===== config.mk =====
export PLATFORM = sky130hd
export DESIGN_NAME = mem_access_seq_flat
export DESIGN_NICKNAME = d
export VERILOG_FILES = /design/src/rtl/mem_access_seq_if.sv /design/src/rtl/mem_access_seq.sv /design/src/flat_wrapper.sv
export SDC_FILE = /design/constraint.sdc
export NUM_CORES = 1
export LEC_CHECK = 0
export CAP_MARGIN = 15
export CORE_AREA = 3 3 87 89
export CTS_BUF_LIST = sky130_fd_sc_hd__clkbuf_8
export DETAILED_ROUTE_END_ITERATION = 10
export DIE_AREA = 0 0 90 92
export PLACE_DENSITY = 0.8
export RECOVER_POWER = 100
export SETUP_SLACK_MARGIN = 0.4
export SLEW_MARGIN = 10
export SYNTH_ARGS = -nofsm -noshare
export SYNTH_HDL_FRONTEND = slang
export SYNTH_SLANG_ARGS = --single-unit

===== constraint.sdc =====
create_clock -name clk -period 3 [get_ports clk]
set_clock_uncertainty 0.2 [all_clocks]
set_input_delay 0.6 -clock clk [delete_from_list [all_inputs] [get_ports clk]]
set_output_delay 0.6 -clock clk [all_outputs]
set_load 0.02 [all_outputs]

===== src/rtl/mem_access_seq_if.sv =====
// Request/completion and memory-bus signals of mem_access_seq, bundled as one interface.
// The sequencer uses the slave modport; the requester/memory environment uses master.
interface mem_access_seq_if #(
    parameter int DATA_WIDTH = 16,
    parameter int ADDR_WIDTH = 16
);
    localparam int LANES = DATA_WIDTH / 8;

    logic                  req_valid;
    logic                  req_ready;
    logic [2:0]            req_op;
    logic [ADDR_WIDTH-1:0] req_addr;
    logic [DATA_WIDTH-1:0] req_wdata;
    logic                  done;
    logic [DATA_WIDTH-1:0] rdata;
    logic                  error;

    logic [ADDR_WIDTH-1:0] mem_address;
    logic                  mem_read;
    logic                  mem_write;
    logic [DATA_WIDTH-1:0] mem_wdata;
    logic [LANES-1:0]      mem_byte_enable;
    logic [DATA_WIDTH-1:0] mem_rdata;
    logic                  mem_resp;

    modport slave (
        input  req_valid, req_op, req_addr, req_wdata, mem_rdata, mem_resp,
        output req_ready, done, rdata, error,
               mem_address, mem_read, mem_write, mem_wdata, mem_byte_enable
    );

    modport master (
        output req_valid, req_op, req_addr, req_wdata, mem_rdata, mem_resp,
        input  req_ready, done, rdata, error,
               mem_address, mem_read, mem_write, mem_wdata, mem_byte_enable
    );
endinterface


===== src/rtl/mem_access_seq.sv =====
// Load/store sequencer: word, byte and pointer-indirect accesses over a strobe/resp memory bus.
// Optional access timeout is compiled in with `define MEM_TIMEOUT_EN.
module mem_access_seq #(
    parameter int DATA_WIDTH     = 16,
    parameter int ADDR_WIDTH     = 16,
    parameter int TIMEOUT_CYCLES = 255
) (
    input  logic            clk,
    input  logic            rst,
    mem_access_seq_if.slave bus
);
    localparam int LANES = DATA_WIDTH / 8;
    localparam int LSB   = $clog2(LANES);
    localparam int PW    = ADDR_WIDTH - LSB;

    if ((DATA_WIDTH % 8) != 0 || DATA_WIDTH < 16) begin : g_bad_data_width
        $error("mem_access_seq: DATA_WIDTH must be a multiple of 8 and >= 16");
    end
    if (TIMEOUT_CYCLES < 1) begin : g_bad_timeout
        $error("mem_access_seq: TIMEOUT_CYCLES must be >= 1");
    end

    typedef enum logic [1:0] {IDLE, ACC1, ACC2, DONE} state_e;

    localparam logic [2:0] OP_LDB = 3'd1;
    localparam logic [2:0] OP_LDI = 3'd2;
    localparam logic [2:0] OP_STW = 3'd3;
    localparam logic [2:0] OP_STB = 3'd4;
    localparam logic [2:0] OP_STI = 3'd5;

    state_e                state_q, state_d;
    logic [2:0]            op_q, op_d;
    logic [ADDR_WIDTH-1:0] addr_q, addr_d;
    logic [PW-1:0]         ptr_q, ptr_d;
    logic [DATA_WIDTH-1:0] wdata_q, wdata_d;
    logic [DATA_WIDTH-1:0] rdata_q, rdata_d;
    logic                  error_q, error_d;

    logic [LSB-1:0]        lane;
    logic [7:0]            lane_byte;
    logic [DATA_WIDTH-1:0] load_value;
    logic                  indirect, is_store;
    logic                  acc_read, acc_write, timeout_hit;

    assign lane     = addr_q[LSB-1:0];
    assign indirect = (op_q == OP_LDI) || (op_q == OP_STI);
    assign is_store = (op_q == OP_STW) || (op_q == OP_STB) || (op_q == OP_STI);

    // NOTE: every signal written in an always_comb gets a default first, so no path leaves it unassigned and no latch is inferred.
    always_comb begin
        lane_byte = '0;
        for (int i = 0; i < LANES; i++) begin
            if (lane == LSB'(i)) lane_byte = bus.mem_rdata[i*8 +: 8];
        end
        load_value = (op_q == OP_LDB) ? {{(DATA_WIDTH-8){1'b0}}, lane_byte} : bus.mem_rdata;
    end

`ifdef MEM_TIMEOUT_EN
    localparam int CW = (TIMEOUT_CYCLES > 1) ? $clog2(TIMEOUT_CYCLES) : 1;

    logic [CW-1:0] cnt_q, cnt_d;

    // Counts strobe cycles of the current access; restarts for the second access of LDI/STI.
    always_comb begin
        cnt_d = '0;
        if ((state_q == ACC1 || state_q == ACC2) && !bus.mem_resp) cnt_d = cnt_q + 1'b1;
    end

    assign timeout_hit = (cnt_q == CW'(TIMEOUT_CYCLES - 1));

    always_ff @(posedge clk) begin
        if (rst) cnt_q <= '0;
        else     cnt_q <= cnt_d;
    end
`else
    assign timeout_hit = 1'b0;
`endif

    // ACC1 reads the pointer for indirect ops; ACC2 only exists for LDI/STI.
    always_comb begin
        acc_read  = 1'b0;
        acc_write = 1'b0;
        if (state_q == ACC1) begin
            acc_read  = !is_store || indirect;
            acc_write = is_store && !indirect;
        end else if (state_q == ACC2) begin
            acc_read  = !is_store;
            acc_write = is_store;
        end
    end

    always_comb begin
        state_d = state_q;
        op_d    = op_q;
        addr_d  = addr_q;
        ptr_d   = ptr_q;
        wdata_d = wdata_q;
        rdata_d = rdata_q;
        error_d = error_q;
        unique case (state_q)
            IDLE: begin
                if (bus.req_valid) begin
                    op_d    = bus.req_op;
                    addr_d  = bus.req_addr;
                    wdata_d = bus.req_wdata;
                    rdata_d = '0;
                    error_d = 1'b0;
                    if (bus.req_op > OP_STI) begin
                        error_d = 1'b1;
                        state_d = DONE;
                    end else begin
                        state_d = ACC1;
                    end
                end
            end
            ACC1: begin
                if (bus.mem_resp) begin
                    if (indirect) begin
                        ptr_d   = PW'(bus.mem_rdata >> LSB);
                        state_d = ACC2;
                    end else begin
                        if (!is_store) rdata_d = load_value;
                        state_d = DONE;
                    end
                end else if (timeout_hit) begin
                    error_d = 1'b1;
                    state_d = DONE;
                end
            end
            ACC2: begin
                if (bus.mem_resp) begin
                    if (!is_store) rdata_d = bus.mem_rdata;
                    state_d = DONE;
                end else if (timeout_hit) begin
                    error_d = 1'b1;
                    state_d = DONE;
                end
            end
            DONE: begin
                rdata_d = '0;
                error_d = 1'b0;
                state_d = IDLE;
            end
            default: state_d = IDLE;
        endcase
    end

    always_comb begin
        bus.mem_address     = '0;
        bus.mem_byte_enable = '0;
        bus.mem_wdata       = '0;
        if (state_q == ACC1) begin
            bus.mem_address = {addr_q[ADDR_WIDTH-1:LSB], {LSB{1'b0}}};
            if (op_q == OP_STB) begin
                bus.mem_byte_enable = LANES'(1) << lane;
                bus.mem_wdata       = {LANES{wdata_q[7:0]}};
            end else begin
                bus.mem_byte_enable = '1;
                if (acc_write) bus.mem_wdata = wdata_q;
            end
        end else if (state_q == ACC2) begin
            bus.mem_address     = {ptr_q, {LSB{1'b0}}};
            bus.mem_byte_enable = '1;
            if (acc_write) bus.mem_wdata = wdata_q;
        end
    end

    assign bus.mem_read  = acc_read;
    assign bus.mem_write = acc_write;
    assign bus.req_ready = (state_q == IDLE);
    assign bus.done      = (state_q == DONE);
    assign bus.rdata     = rdata_q;
    assign bus.error     = error_q;

    // NOTE: state registers use non-blocking assignments so every flop samples pre-edge values, independent of statement order.
    always_ff @(posedge clk) begin
        if (rst) begin
            state_q <= IDLE;
            op_q    <= '0;
            addr_q  <= '0;
            ptr_q   <= '0;
            wdata_q <= '0;
            rdata_q <= '0;
            error_q <= 1'b0;
        end else begin
            state_q <= state_d;
            op_q    <= op_d;
            addr_q  <= addr_d;
            ptr_q   <= ptr_d;
            wdata_q <= wdata_d;
            rdata_q <= rdata_d;
            error_q <= error_d;
        end
    end
endmodule


===== src/flat_wrapper.sv =====
// flat-port wrapper written by rule: the top's interface ports become plain ports
module mem_access_seq_flat 
#(
    parameter int DATA_WIDTH     = 16,
    parameter int ADDR_WIDTH     = 16,
    parameter int TIMEOUT_CYCLES = 255
)
  (clk, rst, bus_req_valid, bus_req_op, bus_req_addr, bus_req_wdata, bus_mem_rdata, bus_mem_resp, bus_req_ready, bus_done, bus_rdata, bus_error, bus_mem_address, bus_mem_read, bus_mem_write, bus_mem_wdata, bus_mem_byte_enable);
  mem_access_seq_if #(.DATA_WIDTH(DATA_WIDTH), .ADDR_WIDTH(ADDR_WIDTH)) bus_i ();
  input  logic clk;
  input  logic rst;
  input wire logic [$bits(bus_i.req_valid)-1:0] bus_req_valid;
  input wire logic [$bits(bus_i.req_op)-1:0] bus_req_op;
  input wire logic [$bits(bus_i.req_addr)-1:0] bus_req_addr;
  input wire logic [$bits(bus_i.req_wdata)-1:0] bus_req_wdata;
  input wire logic [$bits(bus_i.mem_rdata)-1:0] bus_mem_rdata;
  input wire logic [$bits(bus_i.mem_resp)-1:0] bus_mem_resp;
  output wire logic [$bits(bus_i.req_ready)-1:0] bus_req_ready;
  output wire logic [$bits(bus_i.done)-1:0] bus_done;
  output wire logic [$bits(bus_i.rdata)-1:0] bus_rdata;
  output wire logic [$bits(bus_i.error)-1:0] bus_error;
  output wire logic [$bits(bus_i.mem_address)-1:0] bus_mem_address;
  output wire logic [$bits(bus_i.mem_read)-1:0] bus_mem_read;
  output wire logic [$bits(bus_i.mem_write)-1:0] bus_mem_write;
  output wire logic [$bits(bus_i.mem_wdata)-1:0] bus_mem_wdata;
  output wire logic [$bits(bus_i.mem_byte_enable)-1:0] bus_mem_byte_enable;
  assign bus_i.req_valid = bus_req_valid;
  assign bus_i.req_op = bus_req_op;
  assign bus_i.req_addr = bus_req_addr;
  assign bus_i.req_wdata = bus_req_wdata;
  assign bus_i.mem_rdata = bus_mem_rdata;
  assign bus_i.mem_resp = bus_mem_resp;
  assign bus_req_ready = bus_i.req_ready;
  assign bus_done = bus_i.done;
  assign bus_rdata = bus_i.rdata;
  assign bus_error = bus_i.error;
  assign bus_mem_address = bus_i.mem_address;
  assign bus_mem_read = bus_i.mem_read;
  assign bus_mem_write = bus_i.mem_write;
  assign bus_mem_wdata = bus_i.mem_wdata;
  assign bus_mem_byte_enable = bus_i.mem_byte_enable;
  mem_access_seq #(.DATA_WIDTH(DATA_WIDTH), .ADDR_WIDTH(ADDR_WIDTH), .TIMEOUT_CYCLES(TIMEOUT_CYCLES)) u_core (.clk(clk), .rst(rst), .bus(bus_i));
endmodule

==> results.toml, run 1 <==
[yosys]
yosysWarnings = 0
synthArstFlopShare_pct = 0
synthesis.nets = 451
synth_seq_cells = 69
synth_area_sq_um = 3161
ys_seq_area_share_pct = 43.71
avgSynthCellArea_sq_um = 8.083
synth.distinct_cells = 45
netlist_instances = 391
synthFlopType = "dfxtp_1"
synth_edf_count = 0

[power]
peakVddDrop_mv = 0.3415
power_frac_comb_pct = 45.2
power_frac_seq_pct = 34.4
swShare_pct = 39.47
p_int_mw = 2.034
p_leak_nw = 1.706
power_density_nw_per_um2 = 726.8
p_clk_share_pct = 20.4
switching_power_mw = 1.326

[drt]
routedWlPerCell_um = 16.36
drc = 0
routed_wl_um = 9913
vias_per_cell = 5.307
postRouteAntennaNets = 0
drtPass1Iterations = 4
drtIter0Drc = 177
vias = 3216

[layout]
finalCoreUtilization_pct = 67.67
n_antenna_cell = 0
fin_cells = 606
final_nets = 566
synthToLayoutAreaGrowth_pct = 46.28
stdcell_area_sq_um = 4623
drive_gt1_share_pct = 15.29

[sta]
rsz0062_at_grt = "true"
worst_pin_slew_ps = 1020
max_freq_mhz = 356.8
slew_violations = 0
post-route-period-util_pct = 93.43
setup_viol = 0
relSlewSlack_pct = 32.01
period_needed_ps = 2803
finalHoldViolCount = 0
fin_setup_tns_ps = 0
hold-worst-slack_ps = 256.6

[place]
dpl-instance-area_sq_um = 4280
gp_congestion = 0.8686
dp_cells = 577
dpl.hpwl_um = 6729
port-buffer-count = 108

[cts]
cts_tree = "yes"
htree_levels = 3
clock_sinks = 69
cts_root_buf = "clkbuf_8"
cts_inserted_buffers = 9
cts_buffer_depth = 2
clk_pin_slew_ps = 70
cts_hold_buf = 0
worst_skew_pair.late_latency_ps = 330

[worst_setup_path]
endpoint_kind = "primary output"
cpPeakStageDelay_ps = 380
worstPathCellList = "inv_4 -> ha_4 -> clkbuf_1 -> nor2_4 -> a2bb2oi_2 -> buf_12 -> buf_8 -> nor2b_1 -> buf_4"
cp_data_arrival_time_ps = 2000
crit_path_max_fanout = 7
slowest_stage = "dfxtp_1"
crit_type = "flip-flop to primary output"
cp.required_ps = 2200
start_kind = "flip-flop"

[global_route]
grtUsageTotal_pct = 23.33
grt_pass1_vias = 3105
grt_max_degree = 54
antenna_found_initial = 0
grt_pass1_wl_um = 15710
grt.overflow.total = 0

[floorplanning]
row_count = 30
start_util_pct = 46.26
die_w_um = 90
pin_count = 110
core_sq_um = 6832
die_y_um = 92
die_area_sq_um = 8280

[min_path]
hold_path_class = "flip-flop to flip-flop"

[status]
status = "finished, final reports clean"

[job]
maxCapViolCount = 0
[worst paths after layout]
check / from / end / slack, ps / cells after the start
max: u_core.state_q[1] / bus_mem_wdata[5] / 200 / 9
min: u_core.wdata_q[9] / u_core.wdata_q[9] / 260 / 2
max reg2reg: u_core.state_q[1] / u_core.bus.rdata[11] / 380 / 9
min reg2reg: u_core.wdata_q[9] / u_core.wdata_q[9] / 260 / 2
[what timing repair did]
action                                  4_1_cts  5_1_grt
resized for setup                           169       55
endpoints found under the setup margin       35       33
setup buffers                                11        2
pin swaps                                     5        1
gates cloned                                  0        1
[power groups by stage]
stage          clock network, mW  registers (mW)  logic [mW]
2_1_floorplan                  0            1.16       0.854
4_1_cts                    0.695            1.15        1.49
3_3_place_gp                   0            1.15        1.32
6_report                   0.684            1.16        1.52
5_1_grt                    0.741            1.17        1.64
3_5_place_dp                   0            1.16        1.36
[cell families (layout without fill, tap and decap cells)]
logic type / count (synthesis) / after routing / synth area share, %
AOI/OAI and AO/OA: 100 / 100 / 19.80
DFF: 69 / 69 / 43.71
muxes: 17 / 17 / 5.423
and+or+nand+nor: 168 / 168 / 23.87
buffers and inverters: 31 / 150 / 5.107
adders and majority gates: 5 / 5 / 1.979
other: 1 / 1 / 0.1187
[registers in the layout, indices dropped and copies added (netlist names)]
name,count
u_core.addr_q,16
u_core.bus.rdata,16
u_core.wdata_q,16
u_core.ptr_q,15
u_core.op_q,3
u_core.state_q,2
u_core.bus.error,1
[per-layer routing]
layer	track usage [%]	up-vias	share of wire, %
met2	40.88	108	52
met4	9.056	0	2.3
met1	27.65	1530	41
met5	0	-	0
met3	5.414	22	5.2
li1	-	1556	-
[cells in the mapped netlist (3+ instances only)]
cell type	count	area (sq um)
a21oi_1	38	190.2
a22o_1	8	70.07
a22oi_1	8	60.06
buf_2	3	15.01
clkbuf_1	16	60.06
dfxtp_1	69	1381
ha_1	5	62.56
inv_1	5	18.77
mux2i_1	16	160.2
nand2_1	121	454.2
nor2_1	20	75.07
nor2b_1	10	62.56
o21ai_0	25	125.1
o2bb2ai_1	8	70.07
[stage by stage]
step | power (mW) | setup WS [ps]
2_1_floorplan | 2.019 | 410.9
3_3_place_gp | 2.470 | 16.61
3_5_place_dp | 2.516 | -148.1
4_1_cts | 3.331 | 324.9
5_1_grt | 3.551 | 132.5
6_report | 3.360 | 197.2
[worst max-delay path: cells and delay by family (launching register included)]
kind | cells | cell delay [ps]
flops | 1 | 380
simple gates | 2 | 150
buf+inv | 5 | 610
compound gates | 1 | 340
fa+ha+maj | 1 | 180
[cell type report]
| type | instances | area, sq um |
|---|---|---|
| Timing Repair Buffer | 130 | 1194 |
| Sequential cell | 69 | 1389 |
| Tap cell | 96 | 120.1 |
| Clock inverter | 3 | 12.51 |
| Clock buffer | 12 | 165.2 |
| Fill cell | 561 | 2208 |
| Multi-Input combinational cell | 291 | 1717 |
| Inverter | 5 | 26.28 |
[layout by cell type, fill, tap and decap left out, drive strengths merged, types with 5 or more instances in the layout]
cell type	n
dlygate4sd3	20
inv	7
ha	5
a22o	8
a21oi	40
nand2	121
o21ai	27
nor2b	10
clkdlybuf4s50	52
nor2	21
a22oi	8
clkbuf	31
buf	29
clkdlybuf4s25	8
dfxtp	69
mux2i	16
o2bb2ai	8
Note: power is estimated with default switching activity, not from simulation.
==> run 2: changes to the inputs <==
--- a/config.mk
+++ b/config.mk
@@ -5,11 +5,11 @@
 export SDC_FILE = /design/constraint.sdc
 export NUM_CORES = 1
 export LEC_CHECK = 0
-export CAP_MARGIN = 15
-export CORE_AREA = 3 3 87 89
+export CAP_MARGIN = 0
+export CORE_AREA = 3 3 74 104
 export CTS_BUF_LIST = sky130_fd_sc_hd__clkbuf_8
 export DETAILED_ROUTE_END_ITERATION = 10
-export DIE_AREA = 0 0 90 92
+export DIE_AREA = 0 0 77 107
 export PLACE_DENSITY = 0.8
 export RECOVER_POWER = 100
 export SETUP_SLACK_MARGIN = 0.4
==> results.toml, run 2 (synthesized netlist as in run 1, its figures left out) <==
[global_route]
grt_pass1_vias = 3073
grt.overflow.total = 0
antenna_found_initial = 0
grtUsageTotal_pct = 23.22
grt_max_degree = 40
grt_pass1_wl_um = 15130

[floorplanning]
row_count = 36
start_util_pct = 45.86
pin_count = 110
die_area_sq_um = 8239
core_sq_um = 6892
die_w_um = 77
die_y_um = 107

[layout]
drive_gt1_share_pct = 15.32
fin_cells = 604
mostFrequentLayoutCells = "nand2_1, dfxtp_1, clkdlybuf4s50_1"
final_common_cell = "nand2_1"
n_antenna_cell = 0
final_nets = 564
synthToLayoutAreaGrowth_pct = 45.13
fill_cells = 592

[sta]
period_needed_ps = 2776
setup_viol = 0
max_freq_mhz = 360.3
slew_violations = 0
rsz0062_at_grt = "true"
post-route-period-util_pct = 92.52
worst_pin_slew_ps = 1137
finalHoldViolCount = 0
relSlewSlack_pct = 24.18

[drt]
vias = 3161
vias_per_cell = 5.233
route.met3.wl_um = 726
routed_wl_um = 9529
postRouteAntennaNets = 0
top_layer_used = "met4"
drtIter0Drc = 148
drc = 0
dr_wl_met2_um = 4835
drtPass1Iterations = 4
routedWlPerCell_um = 15.78
wl_met1_um = 3775

[power]
p_leak_nw = 1.713
switching_power_mw = 1.391
power_frac_comb_pct = 43.2
peakVddDrop_mv = 0.4283
p_total_mw = 3.629
p_clk_share_pct = 25.0
power_frac_seq_pct = 31.8
power_density_nw_per_um2 = 791.2
swShare_pct = 38.32
p_int_mw = 2.238

[cts]
cts_root_buf = "clkbuf_8"
cts_hold_buf = 0
worst_skew_pair.late_latency_ps = 350
cts_inserted_buffers = 9
cts_tree = "yes"
htree_levels = 3
clk_pin_slew_ps = 70
clock_sinks = 69
cts_buffer_depth = 2

[worst_setup_path]
crit_buf_inv = 4
cp_data_arrival_time_ps = 1980
slowest_stage = "dfxtp_1"
crit_path_max_fanout = 5
cpPeakStageDelay_ps = 380
worstPathCellList = "inv_4 -> ha_4 -> buf_6 -> nor2_4 -> clkbuf_1 -> a2bb2oi_4 -> o21ai_0 -> buf_4"
cp.required_ps = 2200
start_kind = "flip-flop"
crit_type = "flip-flop to primary output"
endpoint_kind = "primary output"
critical-path-top-delay-family = "buffers and inverters"

[place]
port-buffer-count = 108
dpl.hpwl_um = 6374
dp_cells = 576
gp_congestion = 0.8356

[min_path]
hold_path_class = "flip-flop to flip-flop"

[status]
status = "finished, final reports clean"

[job]
maxCapViolCount = 0
## run 2: cell count changes in the layout (fill, tap and decap cells not counted), sizes merged
cell | previous run | this run
clkdlybuf4s25 | 8 | 2
bufinv | 0 | 3
a2bb2oi | 1 | 3
clkbuf | 31 | 29
buf | 29 | 30
clkdlybuf4s50 | 52 | 53
clkinv | 1 | 2
clkinvlp | 0 | 1
dlygate4sd3 | 20 | 19
inv | 7 | 6
## run 2: routing by layer
metal / GRT usage, % / vias up
met2: 41.52 / 115
met5: 0 / -
li1: - / 1555
met4: 9.415 / 0
met1: 25.93 / 1474
met3: 6.303 / 17
## run 2: layout make-up
class                      count  area [sq um]  area share, %
inverter                       5         26.28         0.5728
multi-input combinational    293          1727          37.64
sequential                    69          1391          30.33
timing repair buffer         126          1085          23.65
clock buffer                   9         123.9          2.700
tap                           95         118.9          2.591
clock inverter                 7         115.1          2.510
## run 2: what timing repair did
item                                    4_1_cts  5_1_grt
setup buffers                                 4        6
endpoints found under the setup margin       35       35
pin swaps                                     6       11
gates resized for setup                     141       65
gates cloned                                  2        0
## run 2: stage by stage
step / TNS, ps / cell area, sq um / utilization, % / worst slack (ps) / hold WS [ps]
after floorplan: 0 / 3167 / - / 410.9 / 236.6
after global placement: 0 / 4279 / 62.09 / 113.7 / 242.8
after detailed placement: -293.3 / 4279 / 62.09 / -72.63 / 248.8
after CTS: 0 / 4571 / 66.32 / 376.3 / 261.7
after global routing: 0 / 4587 / 66.56 / 162.4 / 283.3
final: 0 / 4587 / 66.56 / 224.4 / 260.0
## run 2: final timing paths
check	from	end	slack (ps)	cells after the start
max reg2reg	u_core.state_q[1]	u_core.bus.rdata[9]	310	10
max	u_core.state_q[1]	bus_mem_wdata[10]	220	8
min reg2reg	u_core.wdata_q[8]	u_core.wdata_q[8]	260	2
min	u_core.wdata_q[8]	u_core.wdata_q[8]	260	2
## run 2: power by group through the flow
stage               combinational (mW)  clock, mW  sequential [mW]
finish                            1.57      0.907             1.15
global route                      1.70      0.961             1.17
CTS                               1.53      0.919             1.15
detailed placement                1.37          0             1.16
global placement                  1.34          0             1.15
floorplan                        0.854          0             1.16
## run 2: worst register-to-register path, cell delays in order (launching register included)
cell      delay [ps]
dfxtp_1          380
inv_4             60
ha_4             180
buf_6            130
nor2_4            80
clkbuf_1         250
buf_6            170
buf_4            110
o21ai_0          200
nor4b_4          630
a22o_1           230
==> run 3: changes to the inputs <==
--- a/config.mk
+++ b/config.mk
@@ -12,7 +12,7 @@
 export DIE_AREA = 0 0 77 107
 export PLACE_DENSITY = 0.8
 export RECOVER_POWER = 100
-export SETUP_SLACK_MARGIN = 0.4
+export SETUP_SLACK_MARGIN = 0.3
 export SLEW_MARGIN = 10
 export SYNTH_ARGS = -nofsm -noshare
 export SYNTH_HDL_FRONTEND = slang
==> results.toml, run 3 (synthesized netlist as in run 1, its figures left out) <==
[status]
status = "finished, final reports clean"

[global_route]
grt.busiest_layer = "met2"
antenna_found_initial = 0
grt.overflow.total = 0
grt_pass1_wl_um = 14960
use_met2_pct = 40.77
grt_max_degree = 40
met1_usage_pct = 24.59
grt_pass1_vias = 3157
grtUsageTotal_pct = 22.65
global_route.usage.met3_pct = 5.042

[worst_setup_path]
endpoint_kind = "primary output"
crit_path_max_fanout = 17
rr_worst_depth = 7
cp.required_ps = 2200
start_kind = "flip-flop"
crit_type = "flip-flop to primary output"
cp_data_arrival_time_ps = 2010

[drt]
vias = 3138
drtIter0Drc = 164
routedWlPerCell_um = 15.67
routed_wl_um = 9387
drc = 0
postRouteAntennaNets = 0
vias_per_cell = 5.239
drtPass1Iterations = 5

[place]
port-buffer-count = 108
dpl-instance-area_sq_um = 4285
dpl.hpwl_um = 6550
gp_congestion = 0.8327

[layout]
stdcell_area_sq_um = 4508
final_common_cell = "nand2_1"
mostFrequentLayoutCells = "nand2_1, dfxtp_1, clkdlybuf4s50_1"
fill_cells = 614
synthToLayoutAreaGrowth_pct = 42.64
drive_gt1_share_pct = 12.30
final_nets = 559
n_antenna_cell = 0

[floorplanning]
pin_count = 110
die_y_um = 107
die_area_sq_um = 8239
die_w_um = 77
core_sq_um = 6892
start_util_pct = 45.86
row_count = 36

[cts]
cts_tree = "yes"
cts_buffer_depth = 2
cts_hold_buf = 0
worst_skew_pair.late_latency_ps = 330
cts_root_buf = "clkbuf_8"
clk_pin_slew_ps = 70
cts_inserted_buffers = 9
htree_levels = 3
clock_sinks = 69

[sta]
max_freq_mhz = 356.1
post-route-period-util_pct = 93.60
rsz0062_at_grt = "true"
setup_viol = 0
worst_pin_slew_ps = 1496
relSlewSlack_pct = 0.2686
period_needed_ps = 2808
slew_violations = 0
finalHoldViolCount = 0
fin_setup_tns_ps = 0

[power]
power_frac_seq_pct = 33.7
power_density_nw_per_um2 = 753.9
swShare_pct = 38.36
peakVddDrop_mv = 0.4979
p_int_mw = 2.095
switching_power_mw = 1.304
p_clk_share_pct = 21.5
p_leak_nw = 1.761
power_frac_comb_pct = 44.8

[job]
maxCapViolCount = 0

[min_path]
hold_path_class = "flip-flop to flip-flop"
whs_path_depth = 2
[run 3: cell count changes in the layout (fill, tap and decap cells not counted), moves of 3 or more]
cell | previous run | this run
buf_2 | 2 | 12
buf_4 | 22 | 8
buf_6 | 6 | 2
clkbuf_1 | 17 | 9
dlygate4sd2_1 | 1 | 15
o21ai_2 | 3 | 0
[run 3: final cells by class]
class / count / area [sq um] / area share [%]
clock buffer: 10 / 137.6 / 3.053
inverter: 5 / 21.27 / 0.4718
tap: 95 / 118.9 / 2.637
timing repair buffer: 123 / 1116 / 24.76
multi-input combinational: 291 / 1672 / 37.08
clock inverter: 6 / 55.05 / 1.221
sequential: 69 / 1388 / 30.78
[run 3: what timing repair did]
item,in CTS,in global routing
resized for setup,109,24
gates cloned,2,1
setup buffers,4,0
pin swaps,3,1
endpoints found under the setup margin,35,24
[run 3: final timing paths]
check | start | to | slack (ps)
worst max-delay path | u_core.state_q[0] | bus_mem_address[9] | 190
worst min-delay path | u_core.wdata_q[8] | u_core.wdata_q[8] | 260
worst max register to register | u_core.state_q[1] | u_core.ptr_q[14] | 400
worst min register to register | u_core.wdata_q[8] | u_core.wdata_q[8] | 260
[run 3: per-stage QoR]
step	setup WS, ps	util, %	cells	hold WS, ps	total power, mW
global placement	162.5	62.18	576	244.3	2.478
finish	192.0	65.41	599	255.3	3.399
floorplan	304.6	-	391	236.6	2.010
detailed placement	57.55	62.18	576	247.1	2.512
global route	153.3	65.41	599	277.2	3.595
CTS	301.2	65.92	598	259.3	3.376
[run 3: routing by layer]
metal / share of wire [%] / up-vias
met5: 0 / -
met4: 3.2 / 0
met3: 7.4 / 24
met2: 50 / 127
met1: 39 / 1447
li1: - / 1540
[run 3: critical path: stages, from the launching register on]
cell and delay, ps:
dfxtp_2 360, inv_2 120, ha_4 170, clkbuf_2 310
nand2_1 100, o21ai_0 240, dlygate4sd2_1 370
[run 3: power by group through the flow]
stage | Clock [mW] | Combinational [mW] | Sequential [mW]
floorplan | 0 | 0.846 | 1.16
global placement | 0 | 1.33 | 1.15
detailed placement | 0 | 1.36 | 1.16
CTS | 0.749 | 1.48 | 1.14
global route | 0.781 | 1.65 | 1.16
finish | 0.730 | 1.52 | 1.15
